**config.mk**
```make
export PLATFORM = sky130hd
export DESIGN_NAME = led_sequence_ctrl
export DESIGN_NICKNAME = d
export VERILOG_FILES = /design/src/rtl/led_sequence_ctrl.sv
export SDC_FILE = /design/constraint.sdc
export NUM_CORES = 1
export LEC_CHECK = 0
export CAP_MARGIN = 20
export CORE_MARGIN = 3
export CORE_UTILIZATION = 28
export CTS_BUF_LIST = sky130_fd_sc_hd__clkbuf_4 sky130_fd_sc_hd__clkbuf_8
export DETAILED_ROUTE_END_ITERATION = 10
export GPL_TIMING_DRIVEN = 0
export SLEW_MARGIN = 20
export SYNTH_ARGS = -nofsm -noshare
export SYNTH_HDL_FRONTEND = slang
export SYNTH_SLANG_ARGS = --single-unit
```
**constraint.sdc**
```tcl
create_clock -name clk -period 3.2 [get_ports clk]
set_input_delay 0.64 -clock clk [delete_from_list [all_inputs] [get_ports clk]]
set_output_delay 0.64 -clock clk [all_outputs]
set_load 0.01 [all_outputs]
```
**src/rtl/led_sequence_ctrl.sv**
```systemverilog
// led_sequence_ctrl: debounced start/stop run-control for a RED/BLUE/GREEN status LED sequence
module led_sequence_ctrl #(
  parameter int DEBOUNCE_CYCLES = 1_000_000,
  parameter int PHASE_CYCLES    = 30_000_000
) (
  input  logic       clk,
  input  logic       rst_n,
  input  logic       button_0,
  input  logic       button_1,
  output logic [2:0] led,
  output logic       running,
  output logic [1:0] phase,
  output logic [7:0] cycle_count
);
  localparam int DW = $clog2(DEBOUNCE_CYCLES + 1);
  localparam int TW = $clog2(PHASE_CYCLES);
  localparam logic [DW-1:0] DB_MAX = DW'(DEBOUNCE_CYCLES);
  localparam logic [TW-1:0] T_LAST = TW'(PHASE_CYCLES - 1);
  typedef enum logic [1:0] {IDLE, RUN, PAUSE} state_t;
  state_t state, state_nx;
  logic [1:0] btn, sync_a, sync_b, db, db_d, press;
  logic [DW-1:0] db_cnt [2];
  logic [TW-1:0] timer, timer_nx;
  logic [1:0] phase_nx;
  logic [7:0] cycle_nx;
  logic stop_p, start_p, wrap;
  assign btn = {button_1, button_0};
  assign stop_p = press[0];
  assign start_p = press[1];
  assign wrap = timer == T_LAST;
  // two-flop synchroniser for the asynchronous button pins
  always_ff @(posedge clk or negedge rst_n)
    if (!rst_n) begin
      sync_a <= '1;
      sync_b <= '1;
    end else begin
      sync_a <= btn;
      sync_b <= sync_a;
    end
  // debounced level follows the synchronised level only after a stable run
  always_ff @(posedge clk or negedge rst_n)
    if (!rst_n) begin
      db <= '1;
      db_cnt[0] <= '0;
      db_cnt[1] <= '0;
    end else
      for (int i = 0; i < 2; i++)
        if (sync_b[i] == db[i]) db_cnt[i] <= '0;
        else if (db_cnt[i] == DB_MAX) begin
          db[i] <= sync_b[i];
          db_cnt[i] <= '0;
        end else db_cnt[i] <= db_cnt[i] + 1'b1;
  // one-cycle press pulses on debounced falling edges; releases are ignored
  always_ff @(posedge clk or negedge rst_n)
    if (!rst_n) begin
      db_d <= '1;
      press <= '0;
    end else begin
      db_d <= db;
      press <= db_d & ~db;
    end
  // next state: stop beats start everywhere, and a stop on a terminal cycle blocks the advance
  always_comb begin
    state_nx = state;
    timer_nx = timer;
    phase_nx = phase;
    cycle_nx = cycle_count;
    if (stop_p) begin
      if (state == RUN) state_nx = PAUSE;
      else if (state == PAUSE) begin
        state_nx = IDLE;
        timer_nx = '0;
        phase_nx = '0;
        cycle_nx = '0;
      end
    end else if (start_p) begin
      state_nx = RUN;
      timer_nx = state == PAUSE ? timer : '0;
      phase_nx = state == PAUSE ? phase : '0;
    end else if (state == RUN) begin
      timer_nx = wrap ? '0 : timer + 1'b1;
      phase_nx = !wrap ? phase : phase == 2'd2 ? 2'd0 : phase + 2'd1;
      cycle_nx = wrap && phase == 2'd2 && cycle_count != 8'hff ? cycle_count + 8'd1 : cycle_count;
    end
  end
  // sequencer registers
  always_ff @(posedge clk or negedge rst_n)
    if (!rst_n) begin
      state <= IDLE;
      timer <= '0;
      phase <= '0;
      cycle_count <= '0;
      running <= 1'b0;
    end else begin
      state <= state_nx;
      timer <= timer_nx;
      phase <= phase_nx;
      cycle_count <= cycle_nx;
      running <= state_nx == RUN;
    end
  // active-low LED colour, one cycle behind the phase register
  always_ff @(posedge clk or negedge rst_n)
    if (!rst_n) led <= 3'b111;
    else led <= state == IDLE ? 3'b111 : phase == 2'd0 ? 3'b110 : phase == 2'd1 ? 3'b011 : 3'b101;
endmodule
```
==> impl_metrics.ini, run 1 <==
[sta]
tightest_slew_ps = 1020
skew_ps = 12.0
tns_ps = 0
hold_viol = 0
relSlewSlack_pct = 31.9
finalWorstSetupSlack_ps = 547
fin_crit_ps = 2650
rsz0062_at_grt = false
maxSlewViolCount = 0
fin_crit_sh_pct = 82.9
setup_viol = 0
fin_worst_hold_slack_ps = 96.4
max_freq_mhz = 377

[cts]
htreeDepth = 3
cts_sinks = 91
cts_tree = yes
insertion_delay_ps = 360
cts.repair.resized = 0
postCtsSetupRepairBufs = 0
cts_hold_buf = 0
cts.clk_slew.worst_paths_ps = 90
cts_max_path_buffers = 2
cts-buffers-inserted = 9
cts-root-buf = clkbuf_8

[min_path]
hp-class = in2async

[critical_path]
r2r_slack_ps = 550
crit_top_cell = buf_2
cpPeakStageDelay_ps = 650
critical_path.max_fanout = 10
startpoint = timer[0]$_DFFE_PN0P_
path_class = reg2reg
cp.required_ps = 3440
r2r_start = timer[0]$_DFFE_PN0P_
arrival_ps = 2890
cp-end-kind = flip-flop
crit_chain = ha_1, nand3_1, or4_4, o21a_1, buf_2, nor2_4, buf_2, nor2_1
crit_path_start_kind = flip-flop
crit_path_top_delay_cell = or4_4
critPathBufInv = 2
cp_top_family = simple AND/OR/NAND/NOR gates

[cells_and_area]
antenna_cells = 0
final_nets = 502
syn2layout_area_growth_pct = 14.7
drive_gt1_share_pct = 11.5
fin_area_sq_um = 5250

[drt]
drtAntennaViolNets = 0
detail_route.iter0.violations = 240
vias_per_cell = 4.89
first_pass_iters = 4
route.detailed.drc = 0
num_vias = 3486
wl_per_cell_um = 13.0
wl_um = 9290

[floorplan]
core_sq_um = 15900
start_util_pct = 28.7
die-area_sq_um = 17900
rows = 46
pin_count = 18
die_h_um = 134
dieWidth_um = 134

[power]
sw_frac_of_total_pct = 23.0
clkPwrFrac_pct = 39.5
seq_power_share_pct = 57.7
ir_worst_vdd_uv = 164
power.switching_uw = 466
finalPower_uw = 2030
power_density_nw_per_um2 = 386
leakagePower_uw = 0.00212
internal_power_uw = 1560
pwr-share-comb_pct = 2.8

[yosys]
synthSimpleGateAreaFrac_pct = 28.0
synthAdderAreaFrac_pct = 1.64
ys.flop_type = dfrtp_1
muxShareOfSynthArea_pct = 1.58
synth-edff-count = 0
synthCells = 462
synth_compound_gate_area_share_pct = 7.76
synth_top_family_by_area = simple AND/OR/NAND/NOR gates
syn_area_per_cell_sq_um = 9.91
synth-xor-area-share_pct = 8.42
synthDistinctLibCells = 58
syn-num-nets = 472
yosys_register_bits = 91
ys_seq_area_share_pct = 50.0
netlist_area_sq_um = 4580
ys_warn_count = 0
async_reset_ff_share_pct = 100

[global_routing]
grt_pass1_wl_um = 16000
antenna_found_initial = 0
grt_pass1_vias = 3407
grt_overflow = 0
grt_start_max_net_pins = 76
track_usage_pct = 10.8

[placed_design]
routabilityCongestion = 0.814
pre_cts_ws_ps = 561
dp.final_hpwl_um = 6470
postPlaceCellArea_sq_um = 5050
io_buffers = 17

[flow_run]
cap_violations = 0

[run_status]
status = complete, no violations
Yosys cell counts (all sizes together) (2+ instances only):
library cell	instances	area (sq um)
nor2b	3	18.8
nor4b	9	100
or2	4	25.0
nor4	10	68.8
ha	6	75.1
clkbuf	9	35.0
inv	16	60.1
nand2	27	101
or4b	3	30.0
o21ai	15	75.1
o211a	2	20.0
dfrtp	80	2000
dfstp	11	289
nor3	7	35.0
nand4	18	113
and2	2	12.5
and3	14	92.6
mux2i	5	50.1
o31ai	8	60.1
mux2	2	22.5
o22ai	2	12.5
xnor2	19	166
buf	4	22.5
xor2	25	219
nand3	34	170
or4	9	71.3
o21a	2	15.0
a21oi	19	98.9
and2b	2	17.5
or3	7	43.8
a211o	2	17.5
a211oi	3	22.5
nor2	63	244
and4	8	71.3
per-layer routing:
layer	vias to the layer above	wire length, um	share of wire, %	global-route usage (%)
li1	1721	-	-	-
met1	1711	4420	48	13.8
met2	46	4470	48	17.3
met3	8	289	3.1	3.83
met4	0	112	1.2	3.14
met5	-	0	0	0
metrics by stage:
step | utilization, % | std cells
floorplan | - | 462
global placement | 31.5 | 695
detailed placement | 31.7 | 696
CTS | 32.9 | 712
global route | 32.9 | 713
finish | 32.9 | 713
cells in the final DEF (no fill, tap or decap), types with 3 or more instances in the layout:
cell type         n
a211oi_1          3
a21oi_1          18
and3_1           10
and3_2            4
and4_1            7
buf_2             3
clkbuf_1          8
clkbuf_8          9
clkdlybuf4s50_1  16
dfrtp_1          80
dfstp_2          11
ha_1              6
inv_1            16
mux2i_1           5
nand2_1          27
nand3_1          34
nand4_1          18
nor2_1           62
nor2b_1           3
nor3_1            7
nor4_1            9
nor4b_1           7
o21ai_0          14
o31ai_1           8
or2_2             4
or3_1             7
or4_1             8
xnor2_1          19
xor2_1           25
area by class of cell:
| type | instances | area [sq um] |
|---|---|---|
| Buffer | 13 | 57.6 |
| Clock buffer | 11 | 139 |
| Clock inverter | 5 | 60.1 |
| Fill cell | 1616 | 10700 |
| Inverter | 16 | 60.1 |
| Multi-Input combinational cell | 342 | 2170 |
| Sequential cell | 91 | 2290 |
| Tap cell | 216 | 270 |
| Timing Repair Buffer | 19 | 204 |
final timing paths:
path,end,depth (start not counted)
worst max-delay path,timer[7]$_DFFE_PN0P_,8
worst min-delay path,timer[5]$_DFFE_PN0P_,1
worst max register to register,timer[7]$_DFFE_PN0P_,8
worst min register to register,sync_b[1]$_DFF_PN1_,0
max in group asynchronous,sync_b[1]$_DFF_PN1_,2
min in group clk,sync_b[1]$_DFF_PN1_,0
power by group through the flow:
stage	clock network (uW)	registers [uW]	logic (uW)
6_report	801	1170	56.2
5_1_grt	883	1170	66.9
4_1_cts	833	1170	59.6
3_5_place_dp	0	1190	59.6
3_3_place_gp	0	1190	54.0
2_1_floorplan	0	1190	22.2
cell families after synthesis:
| family | Yosys count |
|---|---|
| adder cells (fa/ha/maj) | 6 |
| XOR/XNOR | 44 |
| flip-flops | 91 |
| AO/OA/AOI/OAI | 57 |
| buffers and inverters | 29 |
| multiplexers | 7 |
| AND/OR/NAND/NOR | 228 |
flip-flops by register name, indices dropped and copies added, names as in the netlist, 3 cells and up:
signal	count
db_cnt	40
timer	25
cycle_count	8
led	3
(Power assumes the default switching activity.)
==> run 2, diff against run 1 <==
- clock period: 3.2 -> 2.5 ns (I/O delays scaled with it)
==> run 2 against run 1 <==
Against the previous run: wire length is 1.1% higher; setup slack worse by 480 ps; critical path type unchanged; maximum frequency increased by 9.0%; largest power group unchanged; combinational power is 30% higher; non-clock buffer count up 7; critical endpoint is now cycle_count[3]$_DFFE_PN0P_.
==> impl_metrics.ini, run 2 (same netlist as run 1, synthesis figures left out) <==
[run_status]
status = complete, no violations

[critical_path]
critical_path.max_fanout = 7
cp_top_family = simple AND/OR/NAND/NOR gates
cp.required_ps = 2760
crit_chain = or4b_1, or4_4, nor4b_4, buf_4, mux2i_1, nor2_1
r2r_start = timer[17]$_DFFE_PN0P_
path_class = reg2reg
cp-end-kind = flip-flop
cpPeakStageDelay_ps = 520
r2r_slack_ps = 70
critPathBufInv = 1
startpoint = timer[17]$_DFFE_PN0P_
reg2reg_to = cycle_count[3]$_DFFE_PN0P_
r2r_cells = 6
arrival_ps = 2690
crit_path_start_kind = flip-flop
crit_path_top_delay_cell = or4b_1

[floorplan]
dieWidth_um = 134
die_h_um = 134
core_sq_um = 15900
pin_count = 18
die-area_sq_um = 17900
rows = 46
start_util_pct = 28.7

[drt]
drtAntennaViolNets = 0
num_vias = 3530
detail_route.iter0.violations = 226
first_pass_iters = 5
wl_um = 9390
route.detailed.drc = 0
wl_per_cell_um = 13.0
vias_per_cell = 4.90

[global_routing]
grt_pass1_vias = 3482
track_usage_pct = 10.9
antenna_found_initial = 0
grt_pass1_wl_um = 16200
grt_overflow = 0
grt_start_max_net_pins = 76

[placed_design]
routabilityCongestion = 0.814
pre_cts_ws_ps = -139
postPlaceCellArea_sq_um = 5050
dp.final_hpwl_um = 6470
io_buffers = 17

[sta]
rsz0062_at_grt = false
maxSlewViolCount = 0
fin_crit_sh_pct = 97.3
relSlewSlack_pct = 52.2
tightest_slew_ps = 711
hold_viol = 0
tns_ps = 0
setup_viol = 0
skew_ps = 12.3
finalWorstSetupSlack_ps = 67.0
fin_crit_ps = 2430
max_freq_mhz = 411

[cts]
cts-buffers-inserted = 9
insertion_delay_ps = 370
cts_max_path_buffers = 2
cts_sinks = 91
cts_tree = yes
htreeDepth = 3
cts-root-buf = clkbuf_8
cts.clk_slew.worst_paths_ps = 90

[cells_and_area]
drive_gt1_share_pct = 13.9
antenna_cells = 0
postLayoutCoreUtil_pct = 33.5
final_cell_mix = 79 x dfrtp_1, 62 x nor2_1, 33 x nand3_1, 27 x nand2_1, 25 x xor2_1
final_nets = 509
fillerInstances = 1610
largest_reg_flops = 40
final_common_cell = dfrtp_1
reg.largest.list = db_cnt x40, timer x25, cycle_count x8
largest-register = db_cnt
syn2layout_area_growth_pct = 16.6
fin_area_sq_um = 5340

[power]
leakagePower_uw = 0.00216
ir_worst_vdd_uv = 211
finalPower_uw = 2600
power_density_nw_per_um2 = 487

[flow_run]
cap_violations = 0

[min_path]
min_to = sync_b[1]$_DFF_PN1_
whs_path_depth = 0
hp-start = sync_a[1]$_DFF_PN1_
hp-class = reg2reg
==> run 2: changes by cell type in the layout (fill, tap and decap cells not counted), sizes merged <==
cell / delta
buf: +8
clkbuf: -2
dlygate4sd3: +1
==> run 2: stage by stage <==
| stage | hold WS (ps) | instances |
|---|---|---|
| 6_report | 359 | 720 |
| 2_1_floorplan | 204 | 462 |
| 4_1_cts | 361 | 718 |
| 3_3_place_gp | 348 | 695 |
| 3_5_place_dp | 347 | 696 |
| 5_1_grt | 367 | 720 |
==> run 2: final cells by class <==
class                   instances  area, sq um  area share [%]
inverters                      16         60.1            1.12
well taps                     216          270            5.06
flip-flops and latches         91         2290            42.9
plain buffers                  12         56.3            1.05
clock buffers                  11          139            2.60
repair buffers                 27          269            5.04
multi-input cells             342         2190            41.1
clock inverters                 5         60.1            1.12
==> run 2: how the worst max path moves through the flow <==
stage / to / slack (ps) / cells after the start
5_1_grt: timer[24]$_DFFE_PN0P_ / 3 / 6
3_5_place_dp: timer[15]$_DFFE_PN0P_ / -140 / 8
4_1_cts: cycle_count[7]$_DFFE_PN0P_ / 4 / 5
2_1_floorplan: cycle_count[4]$_DFFE_PN0P_ / 140 / 5
6_report: cycle_count[3]$_DFFE_PN0P_ / 70 / 6
3_3_place_gp: db_cnt[37]$_DFF_PN0_ / -2360 / 1
==> run 2: per-layer routing <==
metal	share of wire, %	wire [um]	GRT usage, %
met1	47	4410	13.9
met2	48	4510	17.6
met3	3.9	368	3.79
met4	1.1	99	3.49
met5	0	0	0
==> run 2: what timing repair did <==
item	4_1_cts	5_1_grt
gates cloned	0	0
gates resized for setup	6	1
hold buffers	1	0
hold endpoints to repair	13	0
buffers inserted	6	2
setup endpoints to repair	23	6
pin swaps	3	1
==> run 2: power breakdown <==
part	internal, uW	switching (uW)	leakage [uW]	total, uW
Clock	491	542	0.000101	1030
Sequential	1480	11.8	0.00123	1500
Combinational	23.4	49.9	0.000834	73.3
Total	2000	604	0.00216	2600
==> run 3, diff against run 2 <==
- ABC_CLOCK_PERIOD_IN_PS: not set -> 2500
==> results of run 3 <==
Same layout as run 2: the final DEF is identical, and so are final timing and power.
